[src/rtl/regfile_bank.sv]
// regfile_bank: 32 x N register storage bank feeding the read-port muxes.
// One synchronous write port, hardwired-zero register 0, and a one-register-
// per-cycle bulk clear of registers 1..31 with busy and dropped-write flags.
module regfile_bank #(
  parameter int N = 32
) (
  input  logic            clk,
  input  logic            rst,
  input  logic            wr_ena,
  input  logic [4:0]      wr_addr,
  input  logic [N-1:0]    wr_data,
  input  logic            clr_req,
  output logic            busy,
  output logic            wr_drop,
  output logic [32*N-1:0] regs_out
);

  typedef enum logic {
    IDLE  = 1'b0,
    CLEAR = 1'b1
  } state_t;

  state_t       state_q, state_d;
  logic [4:0]   cnt_q, cnt_d;
  logic         drop_q, drop_d;
  logic         idle_wr;   // accepted host write this cycle
  logic         clr_wr;    // clear sequencer zeroing reg[cnt_q] this cycle
  logic [N-1:0] wr_val;

  // Sequencer state, clear counter and drop pulse flops.
  always_ff @(posedge clk or negedge rst) begin
    if (!rst) begin
      state_q <= IDLE;
      cnt_q   <= 5'd0;
      drop_q  <= 1'b0;
    end else begin
      state_q <= state_d;
      cnt_q   <= cnt_d;
      drop_q  <= drop_d;
    end
  end

  // Next-state logic; a clear request wins over a same-cycle write, and any
  // write arriving while the clear runs is discarded and flagged.
  always_comb begin
    state_d = state_q;
    cnt_d   = cnt_q;
    drop_d  = 1'b0;
    idle_wr = 1'b0;
    clr_wr  = 1'b0;
    wr_val  = wr_data;
    case (state_q)
      IDLE: begin
        if (clr_req) begin
          state_d = CLEAR;
          cnt_d   = 5'd1;
          drop_d  = wr_ena;
        end else if (wr_ena) begin
          idle_wr = 1'b1;
        end
      end
      CLEAR: begin
        clr_wr = 1'b1;
        wr_val = '0;
        drop_d = wr_ena;
        if (cnt_q == 5'd31) begin
          state_d = IDLE;
          cnt_d   = 5'd0;
        end else begin
          cnt_d = cnt_q + 5'd1;
        end
      end
      default: begin
        state_d = IDLE;
        cnt_d   = 5'd0;
      end
    endcase
  end

  assign busy    = (state_q == CLEAR);
  assign wr_drop = drop_q;

  // Register 0 has no storage; it always reads zero.
  assign regs_out[N-1:0] = '0;

  genvar gi;
  generate
    for (gi = 1; gi < 32; gi++) begin : g_reg
      logic [N-1:0] reg_q;
      logic         reg_we;

      // Address decode: either the host write or the clear sequencer hits
      // this register; the two never occur in the same cycle.
      assign reg_we = (idle_wr && (wr_addr == 5'(gi))) ||
                      (clr_wr && (cnt_q == 5'(gi)));

      // Storage flop for register gi; output comes straight from the flop.
      always_ff @(posedge clk or negedge rst) begin
        if (!rst) begin
          reg_q <= '0;
        end else if (reg_we) begin
          reg_q <= wr_val;
        end
      end

      assign regs_out[gi*N +: N] = reg_q;
    end
  endgenerate

endmodule

[config.mk]
export PLATFORM = sky130hd
export DESIGN_NAME = regfile_bank
export DESIGN_NICKNAME = d
export VERILOG_FILES = /design/src/rtl/regfile_bank.sv
export SDC_FILE = /design/constraint.sdc
export NUM_CORES = 1
export LEC_CHECK = 0
export CORE_AREA = 2 2 416 418
export DETAILED_ROUTE_END_ITERATION = 8
export DIE_AREA = 0 0 418 420
export HOLD_SLACK_MARGIN = 0.15
export PLACE_DENSITY = 0.48
export SETUP_SLACK_MARGIN = 0.5
export SLEW_MARGIN = 20
export SYNTH_ARGS = -nofsm -noshare
export SYNTH_HDL_FRONTEND = slang
export SYNTH_SLANG_ARGS = --single-unit
[constraint.sdc]
create_clock -name clk -period 2.9 [get_ports clk]
set_input_delay 0.725 -clock clk [delete_from_list [all_inputs] [get_ports clk]]
set_output_delay 0.725 -clock clk [all_outputs]
set_load 0.01 [all_outputs]
==> qor.csv <==
stage;metric;value;unit
critical_path;CP Data Required Time;3.51;ns
power;Int Power;43.1;mW
timing;Tmin final;2.46;ns
floorplan;Starting Density;0.230;
power;Comb power frac;0.423;
critical_path;cells along the critical path;buf_6 > buf_6 > or4b_4 > buf_12 > o22ai_4 > buf_12 > buf_12 > mux2_2;
grt;GR Layer Usage met3;0.0470;
timing;Relative slew margins;0.487;
routing;vias post-DR;26078;
critical_path;slowest cell delay on critical path;0.50;ns
logic_synthesis;Synth cell types;39;
grt;vias in the first global route;25942;
logic_synthesis;Mean Syn Cell Area;16.0;um^2
placed_design;Post-Place Setup Slack;-0.156;ns
clock_network;Sink Count;999;
critical_path;Buf+Inv Stages, Crit Path;5;
power;switch share;0.343;
floorplan;Cell Rows;152;
final_layout;Syn-to-layout area delta;55.4;%
timing;final setup vio count;0;
critical_path;most frequent cell on the critical path;buf_12;
run;MaxCap Viol Count;0;
grt;first-pass GRT wire length;222000;um
grt;met1 GRT Util;0.216;
logic_synthesis;top-area cell type share of the netlist area;0.637;
routing;final antenna-violating net count;0;
routing;DRC Markers;0;
critical_path;slowest CP cell;or4b_4;
logic_synthesis;#FFs+latches synth;999;
power;VDD IR max;0.000572;V
placed_design;Final GP Congestion;0.794;
grt;largest net degree at the start of global routing;79;
grt;most used routing layer;met2;
floorplan;Die Span X;418;um
grt;Congestion Overflow GR;0;
power;Flop pwr share;0.351;
floorplan;area of the core;0.171;mm^2
timing;Worst Tran Pin Value;0.769;ns
clock_network;TritonCTS clock tree;done;
final_layout;final net count;3712;
placed_design;dpl hpwl;116000;um
critical_path;r2r setup slk;0.44;ns
clock_network;Clk Latency, worst-skew pair;0.76;ns
final_layout;Filler Cell Count;16569;
power;leakage power;34.0;nW
timing;final worst slack;0.443;ns
power;Clk pwr share;0.226;
floorplan;die area;0.176;mm^2
timing;fin. max-slew vios;0;
logic_synthesis;register area share after synthesis;0.637;
logic_synthesis;Main synth FF type;dfrtp_1;
logic_synthesis;Post-synth EDFFs;0;
timing;Fmax;407;MHz
routing;Via density;4.35;
final_layout;final core utilization;0.357;
logic_synthesis;area of the mapped netlist;0.0393;mm^2
placed_design;# port buffers;1034;
critical_path;worst path arrival time;3.07;ns
logic_synthesis;FFs w/ async S/R, synth;1.00;
clock_network;Clock transition at path regs;0.06;ns
grt;total global-route track usage;0.181;
clock_network;cts bufs inserted;114;
final_layout;share of cells above drive strength 1;0.376;
timing;period utilization;0.847;
critical_path;CP max FO;11;
final_layout;most frequent cells in the layout;998 x dfrtp_1, 594 x dlygate4sd2_1, 539 x mux2_2;
logic_synthesis;Cells after Synth;2458;
logic_synthesis;Synth area leaders;dfrtp_1 64%, mux2_2 24%, mux2_1 1.9%;
logic_synthesis;YS warnings;0;
power;Pwr Density;1070;mW/mm^2
timing;final hold vios;0;
routing;drt first pass iters;5;
routing;routed len/inst;29.5;um
critical_path;kind of critical path;reg -> reg;
routing;initial DRC count;1426;
floorplan;die height;420;um
grt;initial antenna violation count;18;
floorplan;IO Count;1067;
clock_network;clk buf depth;3;
routing;final wirelength;177000;um
critical_path;kind of cell adding the most delay to the critical path;buffers and inverters;
power;Final Power;65.6;mW
status;status;finished, final reports clean;
logic_synthesis;Yosys top cell by area;dfrtp_1;
clock_network;H-tree depth;3;
critical_path;CP startpoint kind;flop;
power;net switching component of the power;22.5;mW
timing;clk_skew;0.0341;ns
grt;met2 Track Usage GR;0.311;
critical_path;crit end category;flop;
final_layout;commonest non-fill, non-tap cell in the layout;dfrtp_1;
worst_hold_path;hold crit path type;reg -> reg;
timing;RSZ-0062 raised after global routing;true;
clock_network;Root Buffer;clkbuf_16;
[logic make-up after synthesis]
group,count (synthesis),share of synthesized area
fa+ha+maj,7,0.00223
simple gates,171,0.0218
mux,992,0.285
buf+inv,251,0.0407
other cells,1,0.0000955
flops,999,0.637
xor+xnor,2,0.000446
compound gates,35,0.0130
[sequential cells by signal (all words and copies together) (netlist names)]
name	cells
cnt_q	5
wr_drop	1
g.reg_q	992
busy	1
[through the flow]
stage / cell area, um^2 / cells / TNS, ns / hold WS, ns
after floorplan: 39400 / 2489 / 0 / 0.429
after global placement: 53600 / 5685 / -56.28 / 0.467
after detailed placement: 53700 / 5686 / -55.22 / 0.474
after CTS: 56800 / 5904 / 0 / 0.465
after global routing: 61000 / 5998 / 0 / 0.479
final: 61000 / 6000 / 0 / 0.477
[Yosys cell counts (11+ instances only)]
cell	n
buf_1	35
buf_2	24
buf_4	54
buf_6	56
clkbuf_1	74
dfrtp_1	999
mux2_1	68
mux2_2	830
mux2_4	30
mux2i_1	64
nand2_1	103
nor2b_1	33
o22ai_2	11
o22ai_4	15
[layout make-up]
cell class              instances  area (um^2)  area share
repair buffers               1303        15000       0.246
flip-flops and latches        999        25000       0.410
clock inverters                34          428     0.00701
multi-input cells            1239        14300       0.235
well taps                    2233         2790      0.0458
clock buffers                 175         3390      0.0556
inverters                       7         26.3    0.000431
diodes                         10         25.0    0.000410
[power groups by stage]
stage	Sequential, mW	Clock (mW)	Combinational, mW
global route	23.8	15.8	29.0
floorplan	25.8	0	7.68
global placement	23.2	0	28.3
CTS	23.0	15.3	26.2
detailed placement	23.4	0	28.4
finish	23.0	14.8	27.7
[worst register-to-register path, cell delays in order, from the launching register on]
cell     delay, ns
dfrtp_4       0.47
buf_6         0.13
buf_6         0.14
or4b_4        0.50
buf_12        0.17
o22ai_4       0.19
buf_12        0.19
buf_12        0.16
mux2_2        0.36
[final timing paths]
path	start	endpoint	cells after the start
setup reg to reg	busy	g_reg[21].reg_q[8]	8
max in group asynchronous	rst	g_reg[18].reg_q[30]	4
setup / recovery	busy	g_reg[21].reg_q[8]	8
min in group asynchronous	rst	g_reg[6].reg_q[5]	2
hold reg to reg	g_reg[30].reg_q[13]	g_reg[30].reg_q[13]	1
hold / removal	g_reg[30].reg_q[13]	g_reg[30].reg_q[13]	1
[layer usage]
layer / share of wire / vias to the layer above
li1: - / 10945
met1: 0.39 / 14022
met2: 0.51 / 847
met3: 0.055 / 264
met4: 0.040 / 0
met5: 0 / -
[repair_timing]
item / CTS / global route
resized for setup: 598 / 796
pin swaps: 1 / 12
cloned: 1 / 53
endpoints found under the setup margin: 1131 / 1205
hold endpoints to repair: 23 / 0
buffers inserted: 7 / 33
hold buffers: 1 / 0
Note: power is estimated with default switching activity, not from simulation.
